**src/rtl/sdram_ram_arbiter_if.sv**
```systemverilog
// Native SDRAM RAM request port bundle (wr/rd/len/addr/data, accept/ack).
// master drives the request; slave answers with accept/ack/error/read data.
interface sdram_ram_arbiter_if;
  logic [3:0]  wr;
  logic        rd;
  logic [7:0]  len;
  logic [31:0] addr;
  logic [31:0] write_data;
  logic        accept;
  logic        ack;
  logic        error;
  logic [31:0] read_data;

  modport master (
    output wr, rd, len, addr, write_data,
    input  accept, ack, error, read_data
  );

  modport slave (
    input  wr, rd, len, addr, write_data,
    output accept, ack, error, read_data
  );
endinterface

```
**src/rtl/sdram_ram_arbiter.sv**
```systemverilog
// Two-requester burst arbiter for the SDRAM core RAM port, with an ack-routing tag FIFO.
// Optional macro SDRAM_ARB_FIXED_PRIO_EN: port 0 always wins contention instead of round-robin.
module sdram_ram_arbiter #(
  parameter int unsigned TAG_DEPTH   = 8,
  parameter int unsigned TAG_DEPTH_W = 3
) (
  input  logic                clk_i,
  input  logic                rst_i,
  sdram_ram_arbiter_if.slave  inport0,
  sdram_ram_arbiter_if.slave  inport1,
  sdram_ram_arbiter_if.master outport
);

  typedef enum logic [0:0] {StIdle, StBurst} state_e;

  localparam logic [TAG_DEPTH_W:0]   FullCount = (TAG_DEPTH_W + 1)'(TAG_DEPTH);
  localparam logic [TAG_DEPTH_W:0]   CountOne  = (TAG_DEPTH_W + 1)'(1);
  localparam logic [TAG_DEPTH_W-1:0] PtrOne    = TAG_DEPTH_W'(1);

  state_e                 state_q, state_d;
  logic                   grant_q, grant_d;
  logic                   last_q, last_d;
  logic [7:0]             beats_q, beats_d;
  logic [TAG_DEPTH-1:0]   tags_q, tags_d;
  logic [TAG_DEPTH_W-1:0] wr_ptr_q, wr_ptr_d;
  logic [TAG_DEPTH_W-1:0] rd_ptr_q, rd_ptr_d;
  logic [TAG_DEPTH_W:0]   count_q, count_d;

  logic req0, req1, req_g, winner;
  logic full, empty, acc_ok, push, pop, head;

  always_comb begin
    req0  = (|inport0.wr) | inport0.rd;
    req1  = (|inport1.wr) | inport1.rd;
    req_g = grant_q ? req1 : req0;
    full  = (count_q == FullCount);
    empty = (count_q == '0);
    head  = tags_q[rd_ptr_q];

`ifdef SDRAM_ARB_FIXED_PRIO_EN
    winner = ~req0;
`else
    winner = (req0 & req1) ? ~last_q : req1;
`endif

    // Full uses the registered count, so a same-cycle pop does not unblock accept.
    acc_ok = (state_q == StBurst) & outport.accept & ~full;
    push   = acc_ok & req_g;
    pop    = outport.ack & ~empty;

    outport.wr         = '0;
    outport.rd         = 1'b0;
    outport.len        = '0;
    outport.addr       = '0;
    outport.write_data = '0;
    if (state_q == StBurst && !full) begin
      outport.wr         = grant_q ? inport1.wr         : inport0.wr;
      outport.rd         = grant_q ? inport1.rd         : inport0.rd;
      outport.len        = grant_q ? inport1.len        : inport0.len;
      outport.addr       = grant_q ? inport1.addr       : inport0.addr;
      outport.write_data = grant_q ? inport1.write_data : inport0.write_data;
    end

    inport0.accept    = acc_ok & ~grant_q;
    inport1.accept    = acc_ok & grant_q;
    inport0.ack       = pop & ~head;
    inport1.ack       = pop & head;
    inport0.error     = pop & ~head & outport.error;
    inport1.error     = pop & head & outport.error;
    inport0.read_data = outport.read_data;
    inport1.read_data = outport.read_data;
  end

  always_comb begin
    state_d  = state_q;
    grant_d  = grant_q;
    last_d   = last_q;
    beats_d  = beats_q;
    tags_d   = tags_q;
    wr_ptr_d = wr_ptr_q;
    rd_ptr_d = rd_ptr_q;
    count_d  = count_q;

    unique case (state_q)
      StIdle: begin
        if (req0 | req1) begin
          grant_d = winner;
          beats_d = winner ? inport1.len : inport0.len;
          state_d = StBurst;
        end
      end
      StBurst: begin
        if (push) begin
          beats_d = beats_q - 8'd1;
          if (beats_q == 8'd0) begin
            last_d  = grant_q;
            state_d = StIdle;
          end
        end
      end
      default: state_d = StIdle;
    endcase

    if (push) begin
      tags_d[wr_ptr_q] = grant_q;
      wr_ptr_d         = wr_ptr_q + PtrOne;
    end
    if (pop) begin
      rd_ptr_d = rd_ptr_q + PtrOne;
    end
    unique case ({push, pop})
      2'b10:   count_d = count_q + CountOne;
      2'b01:   count_d = count_q - CountOne;
      default: count_d = count_q;
    endcase
  end

  always_ff @(posedge clk_i) begin
    if (rst_i) begin
      state_q  <= StIdle;
      grant_q  <= 1'b0;
      last_q   <= 1'b1;
      beats_q  <= '0;
      tags_q   <= '0;
      wr_ptr_q <= '0;
      rd_ptr_q <= '0;
      count_q  <= '0;
    end else begin
      state_q  <= state_d;
      grant_q  <= grant_d;
      last_q   <= last_d;
      beats_q  <= beats_d;
      tags_q   <= tags_d;
      wr_ptr_q <= wr_ptr_d;
      rd_ptr_q <= rd_ptr_d;
      count_q  <= count_d;
    end
  end

endmodule
```
**src/flat_wrapper.sv**
```systemverilog
// flat-port wrapper written by rule: the top's interface ports become plain ports
module sdram_ram_arbiter_flat 
#(
  parameter int unsigned TAG_DEPTH   = 8,
  parameter int unsigned TAG_DEPTH_W = 3
)
  (clk_i, rst_i, inport0_wr, inport0_rd, inport0_len, inport0_addr, inport0_write_data, inport0_accept, inport0_ack, inport0_error, inport0_read_data, inport1_wr, inport1_rd, inport1_len, inport1_addr, inport1_write_data, inport1_accept, inport1_ack, inport1_error, inport1_read_data, outport_wr, outport_rd, outport_len, outport_addr, outport_write_data, outport_accept, outport_ack, outport_error, outport_read_data);
  sdram_ram_arbiter_if inport0_i ();
  sdram_ram_arbiter_if inport1_i ();
  sdram_ram_arbiter_if outport_i ();
  input  logic clk_i;
  input  logic rst_i;
  input wire logic [$bits(inport0_i.wr)-1:0] inport0_wr;
  input wire logic [$bits(inport0_i.rd)-1:0] inport0_rd;
  input wire logic [$bits(inport0_i.len)-1:0] inport0_len;
  input wire logic [$bits(inport0_i.addr)-1:0] inport0_addr;
  input wire logic [$bits(inport0_i.write_data)-1:0] inport0_write_data;
  output wire logic [$bits(inport0_i.accept)-1:0] inport0_accept;
  output wire logic [$bits(inport0_i.ack)-1:0] inport0_ack;
  output wire logic [$bits(inport0_i.error)-1:0] inport0_error;
  output wire logic [$bits(inport0_i.read_data)-1:0] inport0_read_data;
  input wire logic [$bits(inport1_i.wr)-1:0] inport1_wr;
  input wire logic [$bits(inport1_i.rd)-1:0] inport1_rd;
  input wire logic [$bits(inport1_i.len)-1:0] inport1_len;
  input wire logic [$bits(inport1_i.addr)-1:0] inport1_addr;
  input wire logic [$bits(inport1_i.write_data)-1:0] inport1_write_data;
  output wire logic [$bits(inport1_i.accept)-1:0] inport1_accept;
  output wire logic [$bits(inport1_i.ack)-1:0] inport1_ack;
  output wire logic [$bits(inport1_i.error)-1:0] inport1_error;
  output wire logic [$bits(inport1_i.read_data)-1:0] inport1_read_data;
  output wire logic [$bits(outport_i.wr)-1:0] outport_wr;
  output wire logic [$bits(outport_i.rd)-1:0] outport_rd;
  output wire logic [$bits(outport_i.len)-1:0] outport_len;
  output wire logic [$bits(outport_i.addr)-1:0] outport_addr;
  output wire logic [$bits(outport_i.write_data)-1:0] outport_write_data;
  input wire logic [$bits(outport_i.accept)-1:0] outport_accept;
  input wire logic [$bits(outport_i.ack)-1:0] outport_ack;
  input wire logic [$bits(outport_i.error)-1:0] outport_error;
  input wire logic [$bits(outport_i.read_data)-1:0] outport_read_data;
  assign inport0_i.wr = inport0_wr;
  assign inport0_i.rd = inport0_rd;
  assign inport0_i.len = inport0_len;
  assign inport0_i.addr = inport0_addr;
  assign inport0_i.write_data = inport0_write_data;
  assign inport0_accept = inport0_i.accept;
  assign inport0_ack = inport0_i.ack;
  assign inport0_error = inport0_i.error;
  assign inport0_read_data = inport0_i.read_data;
  assign inport1_i.wr = inport1_wr;
  assign inport1_i.rd = inport1_rd;
  assign inport1_i.len = inport1_len;
  assign inport1_i.addr = inport1_addr;
  assign inport1_i.write_data = inport1_write_data;
  assign inport1_accept = inport1_i.accept;
  assign inport1_ack = inport1_i.ack;
  assign inport1_error = inport1_i.error;
  assign inport1_read_data = inport1_i.read_data;
  assign outport_wr = outport_i.wr;
  assign outport_rd = outport_i.rd;
  assign outport_len = outport_i.len;
  assign outport_addr = outport_i.addr;
  assign outport_write_data = outport_i.write_data;
  assign outport_i.accept = outport_accept;
  assign outport_i.ack = outport_ack;
  assign outport_i.error = outport_error;
  assign outport_i.read_data = outport_read_data;
  sdram_ram_arbiter #(.TAG_DEPTH(TAG_DEPTH), .TAG_DEPTH_W(TAG_DEPTH_W)) u_core (.clk_i(clk_i), .rst_i(rst_i), .inport0(inport0_i), .inport1(inport1_i), .outport(outport_i));
endmodule
```
**config.mk**
```make
export PLATFORM = sky130hd
export DESIGN_NAME = sdram_ram_arbiter_flat
export DESIGN_NICKNAME = d
export VERILOG_FILES = /design/src/rtl/sdram_ram_arbiter_if.sv /design/src/rtl/sdram_ram_arbiter.sv /design/src/flat_wrapper.sv
export SDC_FILE = /design/constraint.sdc
export NUM_CORES = 1
export LEC_CHECK = 0
export ABC_AREA = 1
export BUFFER_PORTS_ARGS = -buffer_cell sky130_fd_sc_hd__buf_2
export CAP_MARGIN = 20
export CELL_PAD_IN_SITES_DETAIL_PLACEMENT = 1
export CELL_PAD_IN_SITES_GLOBAL_PLACEMENT = 1
export CORE_AREA = 2 2 131 133
export CTS_CLUSTER_DIAMETER = 80
export CTS_CLUSTER_SIZE = 8
export DETAILED_ROUTE_END_ITERATION = 10
export DIE_AREA = 0 0 133 135
export GPL_ROUTABILITY_DRIVEN = 0
export PLACE_DENSITY = 0.88
export SETUP_SLACK_MARGIN = 0.2
export SYNTH_ARGS = -nofsm -noshare
export SYNTH_HDL_FRONTEND = slang
export SYNTH_SLANG_ARGS = --single-unit
```
**constraint.sdc**
```tcl
create_clock -name clk_i -period 2.7 [get_ports clk_i]
set_input_delay 0.135 -clock clk_i [delete_from_list [all_inputs] [get_ports clk_i]]
set_output_delay 0.135 -clock clk_i [all_outputs]
set_load 0.01 [all_outputs]
```
# Word level (Yosys, flattened, before mapping)

Cells that the tools add are included.

Order comparisons: 3
Reduce and logical (&&, ||, !) cells: 11
Eq/ne operators: 5
Bitwise operators: 20
Multiplexer cells: 26
Add/sub/neg operators: 5

Operator list:

| cell                  | count |
|---|---|
| $mux W32              | 4 |
| $mux W8               | 5 |
| $pmux W8 S2           | 1 |
| $and A1 B1 Y1         | 11 |
| $mux W1               | 9 |
| $bwmux W8             | 1 |
| $logic_not A8 Y1      | 1 |
| $lt A3 B4 Y1 const B  | 2 |
| $mux W4               | 2 |
| $pmux W4 S2           | 1 |
| $reduce_or A4 Y1      | 2 |
| $sub A8 B1 Y8 const B | 1 |
| $add A3 B1 Y3 const B | 2 |
| $not A1 Y1            | 6 |
| $add A4 B1 Y4 const B | 1 |
| $eq A4 B4 Y1 const B  | 1 |
| $logic_not A4 Y1      | 1 |
| $reduce_and A2 Y1     | 2 |
| $sub A4 B1 Y4 const B | 1 |
| $bmux W1 S3           | 1 |
| $demux W1 S3          | 1 |
| $ge A3 B1 Y1 const B  | 1 |
| $or A1 B1 Y1          | 3 |
| $reduce_and A3 Y1     | 1 |
| 8 further kinds       | 9 |

Input bits: 191
Register bits: 29
Word-level logic and storage cells: 78

# Longest topological paths before layout

Gate-level depths: netlist of run 1.

Depth after elaboration: 7
Mapped depth: 14

# Least setup slack after synthesis of run 1

Ideal clock, no wire load.

Kind: reg-to-reg
From: reg u_core.count_q[0]
To: reg u_core.count_q[2]
Setup slack: 0.705 ns
Arrival time: 1.879 ns
Clock period less this slack: 1.995 ns
Required time: 2.585 ns
Stages on the path, launching flop included: 12
Cell sequence: dfxtp_1 > nor2_2 > a21oi_4 > nand3_4 > buf_6 > ha_1 > xor2_1 > ha_1 > a21oi_1 > xnor2_1 > o21ai_0 > inv_1

Word-level cells in the longest chain between the ends: 6

RTL lines:

| what                                              | RTL line                 | RTL |
|---|---|---|
| start: declaration                                | sdram_ram_arbiter.sv:27  | `logic [TAG_DEPTH_W:0] count_q, count_d;` |
| start signal: assignment                          | sdram_ram_arbiter.sv:136 | `count_q <= count_d;` |
| $eq A4 B4 Y1                                      | sdram_ram_arbiter.sv:36  | `full = (count_q == FullCount);` |
| $not A1 Y1                                        | sdram_ram_arbiter.sv:47  | `acc_ok = (state_q == StBurst) & outport.accept & ~full;` |
| $and A1 B1 Y1                                     | sdram_ram_arbiter.sv:47  |  |
| $and A1 B1 Y1                                     | sdram_ram_arbiter.sv:48  | `push = acc_ok & req_g;` |
| $eq A2 B1 Y1 or $eq A2 B2 Y1 (tied branches)      | sdram_ram_arbiter.sv:111 | `unique case ({push, pop})` |
| $pmux W4 S2 or $reduce_bool A2 Y1 (tied branches) | --                       |  |

Parallel ways exist; a longest one is shown, timed or not.
A chain may end at the register's enable or synchronous reset.

# Worst setup path in the final report of run 1

From: reg u_core.count_q[1]
To: reg u_core.count_q[2]

The elaborated chain is that of the path after synthesis.

==> metrics.md, run 1 <==
| Metric | Value |
|---|---|
| Worst path max stage delay | 0.46 ns |
| # Post-CTS Setup Buffers | 0 |
| First-pass GRT wire length | 23600 um |
| Worst hold path type | input port to register |
| Nets | 990 |
| Residual DRC count | 0 |
| Status | completed |
| Drt total wl | 15700 um |
| Drt pass-1 iters | 4 |
| Required @ worst endpoint | 2.87 ns |
| Delay-heaviest family, CP | adder cells |
| Initial core utilization | 0.219 |
| Final Worst Setup Slack | 0.411 ns |
| Number of max-cap violations | 0 |
| Fill cell count | 2243 |
| CP Data Arrival Time | 2.46 ns |
| Reg clk slew, reported paths | 0.05 ns |
| Leak pwr | 2.58 nW |
| Fin util | 0.282 |
| Routed via count | 4557 |
| Pre-CTS WS | 0.289 ns |
| Max-slew headroom | 0.541 |
| RSZ-0062 raised after global routing | false |
| CTS resizes | 0 |
| Clock Skews | 0.00574 ns |
| Cell count after synthesis | 637 |
| R2R cell count | 10 |
| Via density | 4.49 |
| Flip-flop and latch area | 586 um^2 |
| Placed cells | 1006 |
| Cts hold-fix bufs | 0 |
| Critical path class | register to register |
| Bufs and invs on worst path | 1 |
| Syn avg cell area | 5.63 um^2 |
| Die footprint | 0.0180 mm^2 |
| Skew-Pair Late Insertion Delay | 0.28 ns |
| Worst-path cell chain | nor2_2 -> a21oi_4 -> nand3_4 -> ha_1 -> xor2_2 -> ha_1 -> a21oi_1 -> xnor2_1 -> o21ai_0 -> inv_1 |
| DRT iter0 DRCs | 148 |
| Clock Tree Buf Depth | 2 |
| GR Util met1 | 0.203 |
| Die height | 135 um |
| Worst path depth | 10 |
| IO Port Bufs | 241 |
| Vias in the first global route | 4401 |
| CTS Sinks | 29 |
| Largest net degree at the start of global routing | 78 |
| Share of layout cells above drive strength 1 | 0.360 |
| Post-synth ARST share | 0 |
| Netlist cell types | 34 |
| Post-detailed-route count of antenna-violating nets | 0 |
| Count of final setup violators | 0 |
| Area occupied by multi-input gates | 0.00214 mm^2 |
| Met3 Use GR | 0.0402 |
| Root buf cell | clkbuf_16 |
| WL/cell | 15.5 um |
| Final hold vios | 0 |
| Share of the synthesized area in the top cell type | 0.214 |
| Minimum clock period | 2.29 ns |
| Tot GR Track Use | 0.166 |
| Antenna violations before repair | 2 |
| Crit path max-delay cell type | dfxtp_1 |
| Std cell rows | 47 |
| Max FO, Critical Path | 15 |
| Non-Filler Instances | 1015 |
| Die W | 133 um |
| Peak VDD IR | 290 uV |
| Tcrit/Tclk final | 0.848 |
| Yosys top cell by area | nand2_1 |
| Detail Placement HPWL | 13100 um |
| Min Hold Slack | 0.212 ns |
| Core area | 0.0164 mm^2 |
| GR Util met2 | 0.294 |
| Top FF cell, synth | dfxtp_1 |
| CTS buffer count | 5 |
| Register area share after synthesis | 0.162 |
| Layout area overhead | 28.9% |
| Worst setup path startpoint | u_core.count_q[1]$_SDFFE_PP0P_ |
| Most used routing layer | met2 |
| H-tree depth | 2 |
| Achievable Freq | 437 MHz |
| Reg2reg end | u_core.count_q[2]$_SDFFE_PP0P_ |
| Synth Register Bits | 29 |
| Placed instance area | 0.00447 mm^2 |
| Grt ovf | 0 |
| Ports | 338 |
| Slew Limit Fails | 0 |
| Worst slew pin tran | 0.688 ns |
| Post-layout instance area | 0.00462 mm^2 |
| Yosys warns | 0 |
| Area contributors post-synth | nand2_1 (21%), dfxtp_1 (16%), buf_4 (14%) |
| Final total power | 2.26 mW |
| FF-to-FF setup slack | 0.41 ns |
| Cell repeated most along the worst path | ha_1 |
| FF-to-FF Start | u_core.count_q[1]$_SDFFE_PP0P_ |
| Hold_sp | outport_ack |
| Fin Setup TNS | 0 ns |
| CTS tree | done |
| Syn nets | 834 |
| Syn Std Cell Area | 0.00359 mm^2 |
| Critical path destination | u_core.count_q[2]$_SDFFE_PP0P_ |
| Pwr Density | 489 mW/mm^2 |
| Worst setup EP type | register |
| Startpoint types | register |
| Number of flops mapped to enable cells by yosys | 0 |
==> routing by layer <==
metal | part of all wire | vias up
met1 | 0.41 | 2089
met2 | 0.50 | 182
met3 | 0.072 | 24
li1 | - | 2258
met5 | 0.0018 | -
met4 | 0.015 | 4
==> flip-flops by register name, summed over array words and instances, names as in the netlist <==
signal / count
u_core.rd_ptr_q: 3
u_core.count_q: 4
u_core.last_q: 1
u_core.grant_q: 1
u_core.state_q: 1
u_core.wr_ptr_q: 3
u_core.beats_q: 8
u_core.tags_q: 8
==> synthesized netlist by cell type (3+ instances only) <==
| cell | n |
|---|---|
| nand3b_1 | 7 |
| xor2_1 | 3 |
| o21ai_0 | 15 |
| clkbuf_1 | 19 |
| nor3_1 | 3 |
| a21oi_2 | 8 |
| inv_1 | 57 |
| nand3_1 | 37 |
| ha_1 | 6 |
| nand2_1 | 205 |
| nand2_2 | 3 |
| a21oi_1 | 87 |
| buf_4 | 66 |
| buf_2 | 7 |
| nand3_2 | 8 |
| nor2_1 | 56 |
| dfxtp_1 | 29 |
| nor2_2 | 3 |
==> worst min path at each step <==
stage                                       to  slack, ns  depth (start not counted)
6_report       u_core.rd_ptr_q[1]$_SDFFE_PP0P_       0.21                          3
3_3_place_gp             inport1_read_data[21]       0.27                          0
3_5_place_dp             inport1_read_data[21]       0.27                          0
4_1_cts          u_core.tags_q[4]$_SDFFE_PP0P_       0.23                          2
5_1_grt          u_core.tags_q[1]$_SDFFE_PP0P_       0.25                          2
2_1_floorplan   u_core.count_q[2]$_SDFFE_PP0P_       0.29                          3
==> tightest hold or removal path: stages <==
cell     delay [ns]
buf_2          0.11
nand2_2        0.12
a21oi_1        0.08
==> power breakdown <==
part	switching (mW)	internal, mW	total, mW	leakage, nW
Clock	0.202	0.338	0.540	0.0706
Combinational	0.720	0.441	1.16	2.27
Sequential	0.0728	0.490	0.563	0.239
Total	0.995	1.27	2.26	2.58
==> cells in the final DEF (no fill, tap or decap), types with 7 or more instances in the layout <==
cell type	synthesis	routed
buf_2	7	241
nand2_1	205	204
a21oi_1	87	87
inv_1	57	56
nor2_1	56	56
nand3_1	37	37
dfxtp_1	29	27
o21ai_0	15	15
nand3_2	8	8
a21oi_2	8	8
nand3b_1	7	7
==> cells by family after synthesis <==
kind of cell               synth area share
buffers and inverters                 0.244
and+or+nand+nor                       0.392
DFF                                   0.162
xor gates and xnor gates            0.00976
AOI/OAI and AO/OA                     0.172
adders and majority gates            0.0209
==> layout make-up <==
class / count / area share
tap: 220 / 0.0595
timing repair buffer: 245 / 0.270
inverter: 60 / 0.0498
clock inverter: 2 / 0.00216
sequential: 29 / 0.127
antenna: 1 / 0.000541
multi-input combinational: 452 / 0.463
clock buffer: 6 / 0.0279
Power figures use the tool's default switching activity.
==> run 2, diff against run 1 <==
Settings changed: ABC_AREA 1 to 0, CORE_AREA 2 2 131 133 to 2 2 130 132, DIE_AREA 0 0 133 135 to 0 0 132 134, PLACE_DENSITY 0.88 to 0.87.
Clock period 2.7 ns to 2 ns, I/O delays scaled along.
==> run 2 against run 1 <==
Effect of this change: the run now ends with setup timing left; global-route usage up 2.5 points; maximum frequency up 0.82%; worst setup slack worse by 0.68 ns; area after synthesis down 1.7%; register-to-register slack worse by 0.68 ns; clock skew down 0.0038 ns; via count down 3.5%; critical endpoint unchanged; largest cell class unchanged.
==> metrics.md, run 2 <==
| Metric | Value |
|---|---|
| Status | finished, violations left |
| Failing checks | setup timing |
| Worst slew pin tran | 0.664 ns |
| Grt ovf | 0 |
| Cts hold-fix bufs | 0 |
| Final Worst Setup Slack | -0.270 ns |
| Minimum clock period | 2.27 ns |
| Top-count cell post-synth | nor2_1 |
| Share of the synthesized area in the top cell type | 0.244 |
| CTS Sinks | 29 |
| Nets | 881 |
| Share of layout cells above drive strength 1 | 0.568 |
| Root buf cell | clkbuf_16 |
| Vias in the first global route | 4533 |
| Core area | 0.0163 mm^2 |
| Hold_sp | inport0_len[1] |
| H-tree depth | 2 |
| Register area share after synthesis | 0.165 |
| Area contributors post-synth | mux2i_1 (24%), dfxtp_1 (16%), buf_4 (14%) |
| Worst hold path type | input port to register |
| CP Data Arrival Time | 2.48 ns |
| Die footprint | 0.0177 mm^2 |
| CTS tree | done |
| Count of final setup violators | 81 |
| Leak pwr | 2.67 nW |
| R2R cell count | 11 |
| Top Layer Used | met4 |
| Post-synth ARST share | 0 |
| Top FF cell, synth | dfxtp_1 |
| Post-layout instance area | 0.00592 mm^2 |
| Required @ worst endpoint | 2.21 ns |
| Combinational family with the most area after synthesis | multiplexers |
| Skew-Pair Late Insertion Delay | 0.28 ns |
| Die W | 132 um |
| Largest registers | u_core.beats_q (8), u_core.tags_q (8), u_core.count_q (4) |
| Yosys warns | 0 |
| FF-to-FF setup slack | -0.27 ns |
| Drt total wl | 18900 um |
| Met3 wire len | 1490 um |
| Std cell rows | 47 |
| Die height | 134 um |
| Clock Skews | 0.00193 ns |
| Max-slew headroom | 0.551 |
| Hold EP | u_core.beats_q[1]$_SDFFE_PP0P_ |
| Detail Placement HPWL | 13000 um |
| DRT iter0 DRCs | 229 |
| Tot GR Track Use | 0.190 |
| Most frequent cells in the layout | buf_2 (233), nor2_1 (86), mux2i_1 (85), buf_4 (42), dfxtp_1 (24) |
| Post-detailed-route count of antenna-violating nets | 0 |
| Routed via count | 4397 |
| Reg2reg end | u_core.count_q[2]$_SDFFE_PP0P_ |
| Post-Synth XOR/XNOR Area | 0.0223 |
| Multiplexer area fraction after synthesis | 0.260 |
| Residual DRC count | 0 |
| Startpoint types | register |
| Commonest non-fill, non-tap cell in the layout | buf_2 |
| Number of max-cap violations | 0 |
| Pwr Density | 787 mW/mm^2 |
| Peak VDD IR | 304 uV |
| First-pass GRT wire length | 26100 um |
| Slew Limit Fails | 0 |
| Via density | 4.85 |
| Syn avg cell area | 7.79 um^2 |
| Compound-cell area share of the yosys netlist | 0.114 |
| CTS buffer count | 5 |
| Fin Setup TNS | -9.14 ns |
| RSZ-0062 raised after global routing | true |
| Drt pass-1 iters | 5 |
| Layout area overhead | 67.9% |
| Ports | 338 |
| Yosys top cell by area | mux2i_1 |
| WL/cell | 20.9 um |
| Max FO, Critical Path | 2 |
| IO Port Bufs | 241 |
| Final total power | 4.66 mW |
| Syn Std Cell Area | 0.00353 mm^2 |
| Reg clk slew, reported paths | 0.05 ns |
| Antenna violations before repair | 1 |
| Critical path class | register to register |
| Post-Synth Adder-Cell Area | 0.0213 |
| Synth Register Bits | 29 |
| Cell count after synthesis | 453 |
| Synth Area in Simple Gates | 0.234 |
| Hold depth | 3 |
| Clock Tree Buf Depth | 2 |
| WL met2 | 9740 um |
| Initial core utilization | 0.217 |
| Syn nets | 650 |
| Worst setup EP type | register |
| Min Hold Slack | 0.123 ns |
| Tcrit/Tclk final | 1.13 |
| Achievable Freq | 441 MHz |
| Number of flops mapped to enable cells by yosys | 0 |
| Largest net degree at the start of global routing | 26 |
| Netlist cell types | 60 |
| Placed instance area | 0.00478 mm^2 |
| Met1 WL | 7370 um |
| Final hold vios | 0 |
| Synth cell count leaders | nor2_1 (94), mux2i_1 (86), buf_4 (64), dfxtp_1 (29), nand2_1 (24) |
| FF-to-FF Start | u_core.count_q[1]$_SDFFE_PP0P_ |
run 2: worst max path at each step:
stage                              startpoint                              to  depth (start not counted)
2_1_floorplan  u_core.count_q[1]$_SDFFE_PP0P_  u_core.count_q[2]$_SDFFE_PP0P_                         13
3_3_place_gp                    inport0_wr[1]  u_core.count_q[2]$_SDFFE_PP0P_                         12
3_5_place_dp                    inport1_wr[1]  u_core.count_q[2]$_SDFFE_PP0P_                         12
4_1_cts        u_core.count_q[2]$_SDFFE_PP0P_  u_core.count_q[2]$_SDFFE_PP0P_                         10
5_1_grt        u_core.count_q[1]$_SDFFE_PP0P_  u_core.count_q[2]$_SDFFE_PP0P_                         11
6_report       u_core.count_q[1]$_SDFFE_PP0P_  u_core.count_q[2]$_SDFFE_PP0P_                         11
run 2: area by class of cell:
type                       instances  area [um^2]
antenna                            1         2.50
clock buffer                       6          129
clock inverter                     2         10.0
fill                            1972        10400
inverter                           9         36.3
multi-input combinational        322         2630
sequential                        29          592
tap                              220          275
timing repair buffer             317         2250
run 2: cells by family after synthesis:
logic type                 count (synthesis)
DFF                                       29
and+or+nand+nor                          165
AOI/OAI and AO/OA                         53
xor gates and xnor gates                   9
adders and majority gates                  6
muxes                                     89
buffers and inverters                    102
run 2: worst max-delay path: stages (launching register included):
cell,delay [ns]
dfxtp_2,0.32
or4b_4,0.55
nand2_4,0.10
nor3_4,0.05
inv_4,0.07
ha_4,0.14
xor2_2,0.16
ha_2,0.20
a21oi_2,0.04
xor2_1,0.15
or3_1,0.31
a21oi_1,0.12
run 2: report_power, final:
group	switching, mW	internal, mW	leakage, nW
clock	0.274	0.456	0.0706
sequential	0.0982	0.662	0.239
combinational	1.51	1.67	2.36
total	1.88	2.78	2.67
run 2: per-stage QoR:
| step | utilization | setup slack [ns] | instances |
|---|---|---|---|
| global placement | 0.293 | -0.227 | 863 |
| global route | 0.364 | -0.364 | 906 |
| detailed placement | 0.293 | -0.303 | 863 |
| floorplan | - | -0.388 | 453 |
| CTS | 0.340 | -0.228 | 897 |
| finish | 0.364 | -0.270 | 906 |
run 2: repair_timing:
item                                    in CTS  in global routing
endpoints found under the setup margin      89                 97
buffers inserted                            16                  8
resized for setup                           49                 50
cloned                                      10                  0
pin swaps                                    9                 12
run 2: routing by layer:
metal	global-route usage	up-vias
met4	0.0423	0
met3	0.0476	26
met1	0.220	2123
met2	0.353	256
met5	0	-
li1	-	1992
